File: config.mk
export PLATFORM = sky130hd
export DESIGN_NAME = phase_countdown_flat
export DESIGN_NICKNAME = d
export VERILOG_FILES = /design/src/rtl/phase_countdown_pkg.sv /design/src/rtl/phase_countdown_if.sv /design/src/rtl/phase_countdown_dec_step.sv /design/src/rtl/phase_countdown.sv /design/src/flat_wrapper.sv
export SDC_FILE = /design/constraint.sdc
export NUM_CORES = 1
export LEC_CHECK = 0
export CAP_MARGIN = 20
export CORE_MARGIN = 2
export CORE_UTILIZATION = 29
export CTS_CLUSTER_DIAMETER = 80
export DETAILED_ROUTE_END_ITERATION = 10
export SLEW_MARGIN = 20
export SYNTH_ARGS = -nofsm -noshare
export SYNTH_HDL_FRONTEND = slang
export SYNTH_HIERARCHICAL = 1
export SYNTH_SLANG_ARGS = --single-unit
export TNS_END_PERCENT = 1
File: constraint.sdc
create_clock -name clk -period 1.6 [get_ports clk]
set_input_delay 0.16 -clock clk [delete_from_list [all_inputs] [get_ports clk]]
set_output_delay 0.16 -clock clk [all_outputs]
set_load 0.05 [all_outputs]
File: src/rtl/phase_countdown_pkg.sv
// Shared types and constants for the phase countdown timer.
// Holds the phase state encoding, the default counter width and the all-zero count constant.
package phase_timer_pkg;

   localparam int PHASE_WIDTH_DEFAULT = 6;

   localparam logic [PHASE_WIDTH_DEFAULT-1:0] PHASE_ZERO = '0;

   typedef enum logic [1:0] {
      IDLE = 2'd0,
      RUN  = 2'd1,
      DONE = 2'd2
   } phase_state_t;

endpackage

File: src/rtl/phase_countdown_if.sv
// Control/status bundle between the light-sequencing FSM (master) and the countdown (slave).
interface phase_countdown_if #(
   parameter int WIDTH = phase_timer_pkg::PHASE_WIDTH_DEFAULT
);

   logic             tick_i;
   logic             load_i;
   logic [WIDTH-1:0] load_val_i;
   logic             abort_i;
   logic [WIDTH-1:0] count_o;
   logic             busy_o;
   logic             expired_o;
   logic             load_err_o;

   modport master (
      output tick_i,
      output load_i,
      output load_val_i,
      output abort_i,
      input  count_o,
      input  busy_o,
      input  expired_o,
      input  load_err_o
   );

   modport slave (
      input  tick_i,
      input  load_i,
      input  load_val_i,
      input  abort_i,
      output count_o,
      output busy_o,
      output expired_o,
      output load_err_o
   );

endinterface

File: src/rtl/phase_countdown_dec_step.sv
// Combinational borrow-chain decrementer: bit i flips when every lower bit is zero.
// Mirror image of the carry-chain incrementer used by the up-counter timebase.
module phase_dec_step #(
   parameter int WIDTH = phase_timer_pkg::PHASE_WIDTH_DEFAULT
) (
   input  logic [WIDTH-1:0] value_i,
   output logic [WIDTH-1:0] value_o
);

   logic borrow;

   always_comb begin
      borrow  = 1'b1;
      value_o = '0;
      for (int i = 0; i < WIDTH; i++) begin
         value_o[i] = value_i[i] ^ borrow;
         borrow     = borrow & ~value_i[i];
      end
   end

endmodule

File: src/rtl/phase_countdown.sv
// Loadable tick-driven down-counter timing one traffic-light phase, with a one-cycle expiry pulse.
// Define PHASE_AUTO_RELOAD_EN to make an expiring phase restart from the last accepted load value.
module phase_countdown
   import phase_timer_pkg::*;
#(
   parameter int WIDTH = PHASE_WIDTH_DEFAULT
) (
   input  logic              clk,
   input  logic              reset,
   phase_countdown_if.slave  bus
);

   localparam logic [WIDTH-1:0] COUNT_ZERO = WIDTH'(PHASE_ZERO);
   localparam logic [WIDTH-1:0] COUNT_ONE  = WIDTH'(1);

   phase_state_t     state_q,    state_d;
   logic [WIDTH-1:0] count_q,    count_d;
   logic             busy_q,     busy_d;
   logic             expired_q,  expired_d;
   logic             load_err_q, load_err_d;
   logic [WIDTH-1:0] count_dec;
   logic             load_ok;
`ifdef PHASE_AUTO_RELOAD_EN
   logic [WIDTH-1:0] reload_q,   reload_d;
`endif

   phase_dec_step #(
      .WIDTH (WIDTH)
   ) u_dec (
      .value_i (count_q),
      .value_o (count_dec)
   );

   assign load_ok = bus.load_i && (bus.load_val_i != COUNT_ZERO);

   always_ff @(posedge clk) begin
      if (reset) begin
         state_q    <= IDLE;
         count_q    <= COUNT_ZERO;
         busy_q     <= 1'b0;
         expired_q  <= 1'b0;
         load_err_q <= 1'b0;
`ifdef PHASE_AUTO_RELOAD_EN
         reload_q   <= COUNT_ZERO;
`endif
      end else begin
         state_q    <= state_d;
         count_q    <= count_d;
         busy_q     <= busy_d;
         expired_q  <= expired_d;
         load_err_q <= load_err_d;
`ifdef PHASE_AUTO_RELOAD_EN
         reload_q   <= reload_d;
`endif
      end
   end

   // Priority abort > accepted load > tick; a rejected zero load only flags and lets ticks proceed.
   always_comb begin
      state_d    = state_q;
      count_d    = count_q;
      busy_d     = busy_q;
      expired_d  = 1'b0;
      load_err_d = 1'b0;
`ifdef PHASE_AUTO_RELOAD_EN
      reload_d   = reload_q;
`endif
      if (bus.abort_i) begin
         state_d = IDLE;
         count_d = COUNT_ZERO;
         busy_d  = 1'b0;
`ifdef PHASE_AUTO_RELOAD_EN
         reload_d = COUNT_ZERO;
`endif
      end else if (load_ok) begin
         state_d = RUN;
         count_d = bus.load_val_i;
         busy_d  = 1'b1;
`ifdef PHASE_AUTO_RELOAD_EN
         reload_d = bus.load_val_i;
`endif
      end else begin
         load_err_d = bus.load_i;
         case (state_q)
            IDLE: begin
               busy_d = 1'b0;
            end
            RUN: begin
               if (bus.tick_i) begin
                  if (count_q > COUNT_ONE) begin
                     count_d = count_dec;
                  end else begin
                     expired_d = 1'b1;
`ifdef PHASE_AUTO_RELOAD_EN
                     count_d = reload_q;
                     state_d = RUN;
                     busy_d  = 1'b1;
`else
                     count_d = COUNT_ZERO;
                     state_d = DONE;
                     busy_d  = 1'b0;
`endif
                  end
               end
            end
            DONE: begin
               state_d = IDLE;
               busy_d  = 1'b0;
            end
            default: begin
               state_d = IDLE;
               count_d = COUNT_ZERO;
               busy_d  = 1'b0;
            end
         endcase
      end
   end

   assign bus.count_o    = count_q;
   assign bus.busy_o     = busy_q;
   assign bus.expired_o  = expired_q;
   assign bus.load_err_o = load_err_q;

endmodule

File: src/flat_wrapper.sv
// flat-port wrapper written by rule: the top's interface ports become plain ports
module phase_countdown_flat import phase_timer_pkg::*;
#(
   parameter int WIDTH = PHASE_WIDTH_DEFAULT
)
  (clk, reset, bus_tick_i, bus_load_i, bus_load_val_i, bus_abort_i, bus_count_o, bus_busy_o, bus_expired_o, bus_load_err_o);
  phase_countdown_if #(.WIDTH(WIDTH)) bus_i ();
  input  logic clk;
  input  logic reset;
  input wire logic [$bits(bus_i.tick_i)-1:0] bus_tick_i;
  input wire logic [$bits(bus_i.load_i)-1:0] bus_load_i;
  input wire logic [$bits(bus_i.load_val_i)-1:0] bus_load_val_i;
  input wire logic [$bits(bus_i.abort_i)-1:0] bus_abort_i;
  output wire logic [$bits(bus_i.count_o)-1:0] bus_count_o;
  output wire logic [$bits(bus_i.busy_o)-1:0] bus_busy_o;
  output wire logic [$bits(bus_i.expired_o)-1:0] bus_expired_o;
  output wire logic [$bits(bus_i.load_err_o)-1:0] bus_load_err_o;
  assign bus_i.tick_i = bus_tick_i;
  assign bus_i.load_i = bus_load_i;
  assign bus_i.load_val_i = bus_load_val_i;
  assign bus_i.abort_i = bus_abort_i;
  assign bus_count_o = bus_i.count_o;
  assign bus_busy_o = bus_i.busy_o;
  assign bus_expired_o = bus_i.expired_o;
  assign bus_load_err_o = bus_i.load_err_o;
  phase_countdown #(.WIDTH(WIDTH)) u_core (.clk(clk), .reset(reset), .bus(bus_i));
endmodule
==> metrics.csv <==
stage;metric;value;unit
finish;Reg area;230.2;sq um
sta;final hold vios;0;
synthesis;Synth Area in XOR/XNOR;0.01375;
sta;final setup vio count;1;
finish;layout overhead on the synthesized area;61.10;%
die;Rows;16;
clock_tree;Post-CTS Setup Inserts;0;
clock_tree;CTS Root Cell;clkbuf_4;
clock_tree;H-tree Lvls;1;
synthesis;Post-synth EDFFs;0;
synthesis;mapped cell area;636.9;sq um
run_status;failing checks;setup timing;
placed_design;placed wire-length estimate;1300;um
critical_path;WP data required;1790;ps
sta;Max-slew headroom;0.7193;
detailed_routing;DRC;0;
synthesis;cells after synthesis;78;
synthesis;Post-Synth Simple-Gate Area;0.2927;
placed_design;PortBufs;19;
power_and_ir_drop;Worst VDD drop;0.0004015;V
die;Die Y;50.86;um
global_routing;Congestion Overflow GR;0;
detailed_routing;initial drt markers;11;
worst_hold_path;Worst Hold Class;reg2reg;
sta;actual slew at the worst max-slew pin;419.2;ps
synthesis;Commonest cells post-synth;16 x nand2_1, 11 x dfxtp_1, 11 x inv_1;
die;Placeable Area;0.002022;sq mm
clock_tree;clock transition at the registers of the reported paths;70;ps
sta;min cycle time layout;1646;ps
detailed_routing;WL final;1571;um
sta;period utilization;1.029;
global_routing;first-pass GRT wire length;2898;um
synthesis;post-synthesis area per instance;8.165;sq um
clock_tree;TritonCTS Buffers;3;
sta;clock skew;4.249;ps
synthesis;Async S/R FF share, synth;0;
synthesis;largest family of logic cells by synthesized area;simple AND/OR/NAND/NOR gates;
finish;final std cells w/o fill;139;
synthesis;post-synthesis adder-cell area fraction;0.07859;
global_routing;largest net degree at the start of global routing;9;
synthesis;post-synthesis mux area share;0;
synthesis;synth top area cells;dfxtp_1 35%, nand2_1 9.4%, ha_1 7.9%;
synthesis;Syn. warnings;6;
clock_tree;Max clock buf depth;2;
detailed_routing;Routed WL per cell;11.30;um
finish;Multi-input gate area;417.9;sq um
finish;share of layout cells above drive strength 1;0.3750;
critical_path;startpoint types;register;
die;total die area;0.002587;sq mm
detailed_routing;Vias/cell;4.475;
synthesis;Synth top area share;0.3458;
run;max_cap viols;0;
clock_tree;CTS Sinks;11;
sta;RSZ-0062 raised after global routing;yes;
synthesis;sequential area share after synthesis;0.3458;
power_and_ir_drop;Pwr per Cell Area;653.6;mW/mm^2
run_status;status;complete, but fails checks;
global_routing;GRT Util Overall;0.1504;
sta;Pins Over Slew Limit;0;
clock_tree;Clock Latency Late Sink;260;ps
critical_path;CP endpoint kind;register;
detailed_routing;post-route ant nets;0;
die;I/O Pins;20;
sta;worst setup margin;-46.18;ps
sta;FMAX;607.5;MHz
finish;Fillers;207;
finish;nets;128;
synthesis;Unique masters post-synth;25;
clock_tree;CTS tree;built;
global_routing;initial antenna violation count;0;
critical_path;CP Data Arrival Time;1840;ps
die;die width;50.86;um
placed_design;# placed instances;135;
synthesis;FF+latch count, synth;11;
synthesis;Main synth FF type;dfxtp_1;
global_routing;vias in the first global route;666;
placed_design;routability cong.;0.7768;
power_and_ir_drop;Pwr Total;670.6;uW
synthesis;area leader, netlist;dfxtp_1;
power_and_ir_drop;Leak Pwr;0.4264;nW
detailed_routing;TritonRoute pass-1 iters;3;
synthesis;top-count cell post-synth;nand2_1;
synthesis;syn_nets;93;
die;Starting Density;0.3150;
finish;diodes inserted;0;
detailed_routing;total number of vias;622;
critical_path;worst setup path category;reg2reg;
synthesis;Synth Area in Compound Gates;0.1925;
critical_path;Crit Path Max Fanout;2;
per-layer routing:
| layer | share of wire | track usage | vias to the layer above | routed length, um |
|---|---|---|---|---|
| li1 | - | - | 332 | - |
| met1 | 0.49 | 0.1913 | 279 | 768 |
| met2 | 0.48 | 0.2478 | 9 | 753 |
| met3 | 0.022 | 0.03509 | 2 | 34 |
| met4 | 0.0089 | 0.05405 | 0 | 14 |
| met5 | 0 | 0 | - | 0 |
sequential cells by signal, summed over array words and instances (netlist names):
register,cells
u_core/bus.busy_o,1
u_core/bus.expired_o,1
u_core/bus.count_o,6
u_core/state_q,2
u_core/bus.load_err_o,1
logic make-up (layout without fill, tap and decap cells):
logic type	after synthesis	in the layout
buffers and inverters	13	47
flip-flops	11	11
XOR/XNOR	1	1
AO/OA/AOI/OAI	19	19
AND/OR/NAND/NOR	30	30
adder cells (fa/ha/maj)	4	4
where the power goes:
part | leakage, nW | switching (mW) | total (mW) | internal (mW)
Combinational | 0.320 | 0.101 | 0.194 | 0.0933
Clock | 0.0150 | 0.0910 | 0.187 | 0.0964
Sequential | 0.0919 | 0.00895 | 0.289 | 0.280
worst max-delay path, cell delays in order, from the launching register on:
cell and delay (ps):
dfxtp_4 360, inv_4 40, ha_4 150, ha_4 150, ha_4 150, ha_4 200
inv_2 40, nand2_1 40, or3_1 310, a31oi_1 130
through the flow:
stage | area, sq um | hold WS [ps] | util | TNS [ps] | worst slack [ps]
3_3_place_gp | 997.2 | 450.9 | 0.4932 | -506.4 | -95.30
2_1_floorplan | 696.9 | 304.9 | - | -137.5 | -137.5
3_5_place_dp | 997.2 | 452.1 | 0.4932 | -678.2 | -124.0
4_1_cts | 1023 | 461.4 | 0.5062 | -104.0 | -90.51
6_report | 1026 | 461.5 | 0.5074 | -46.18 | -46.18
5_1_grt | 1026 | 509.4 | 0.5074 | -214.4 | -136.3
cells in the final DEF (no fill, tap or decap), types with 3 or more instances in the layout:
cell type and count:
ha_4 4, nor2_1 3, clkdlybuf4s50_1 10, inv_1 8, nand2_1 16, o22ai_1 3, a21o_1 3, buf_4 20
o21ai_0 5, inv_2 3, dfxtp_1 7, clkbuf_4 3
final cells by class:
type                       instances  area share
clock buffer                       4     0.02561
inverter                          12     0.04634
multi-input combinational         54      0.4073
sequential                        11      0.2244
tap                               27     0.03293
timing repair buffer              31      0.2634
worst paths after layout:
check,from,to,slack [ps],cells after the start
hold reg to reg,u_core/bus.busy_o$_SDFFE_PP0P_,u_core/bus.busy_o$_SDFFE_PP0P_,460,2
setup reg to reg,u_core/bus.count_o[0]$_SDFFE_PP0P_,u_core/bus.count_o[4]$_SDFFE_PP0P_,-50,9
hold / removal,u_core/bus.busy_o$_SDFFE_PP0P_,u_core/bus.busy_o$_SDFFE_PP0P_,460,2
setup / recovery,u_core/bus.count_o[0]$_SDFFE_PP0P_,u_core/bus.count_o[4]$_SDFFE_PP0P_,-50,9
timing repair:
action / in CTS / in global routing
pin swaps: 2 / 2
hold endpoints to repair: 0 / 0
cloned: 0 / 0
endpoints found under the setup margin: 2 / 7
hold buffers: 0 / 0
gates resized for setup: 0 / 2
Power figures use the tool's default switching activity.
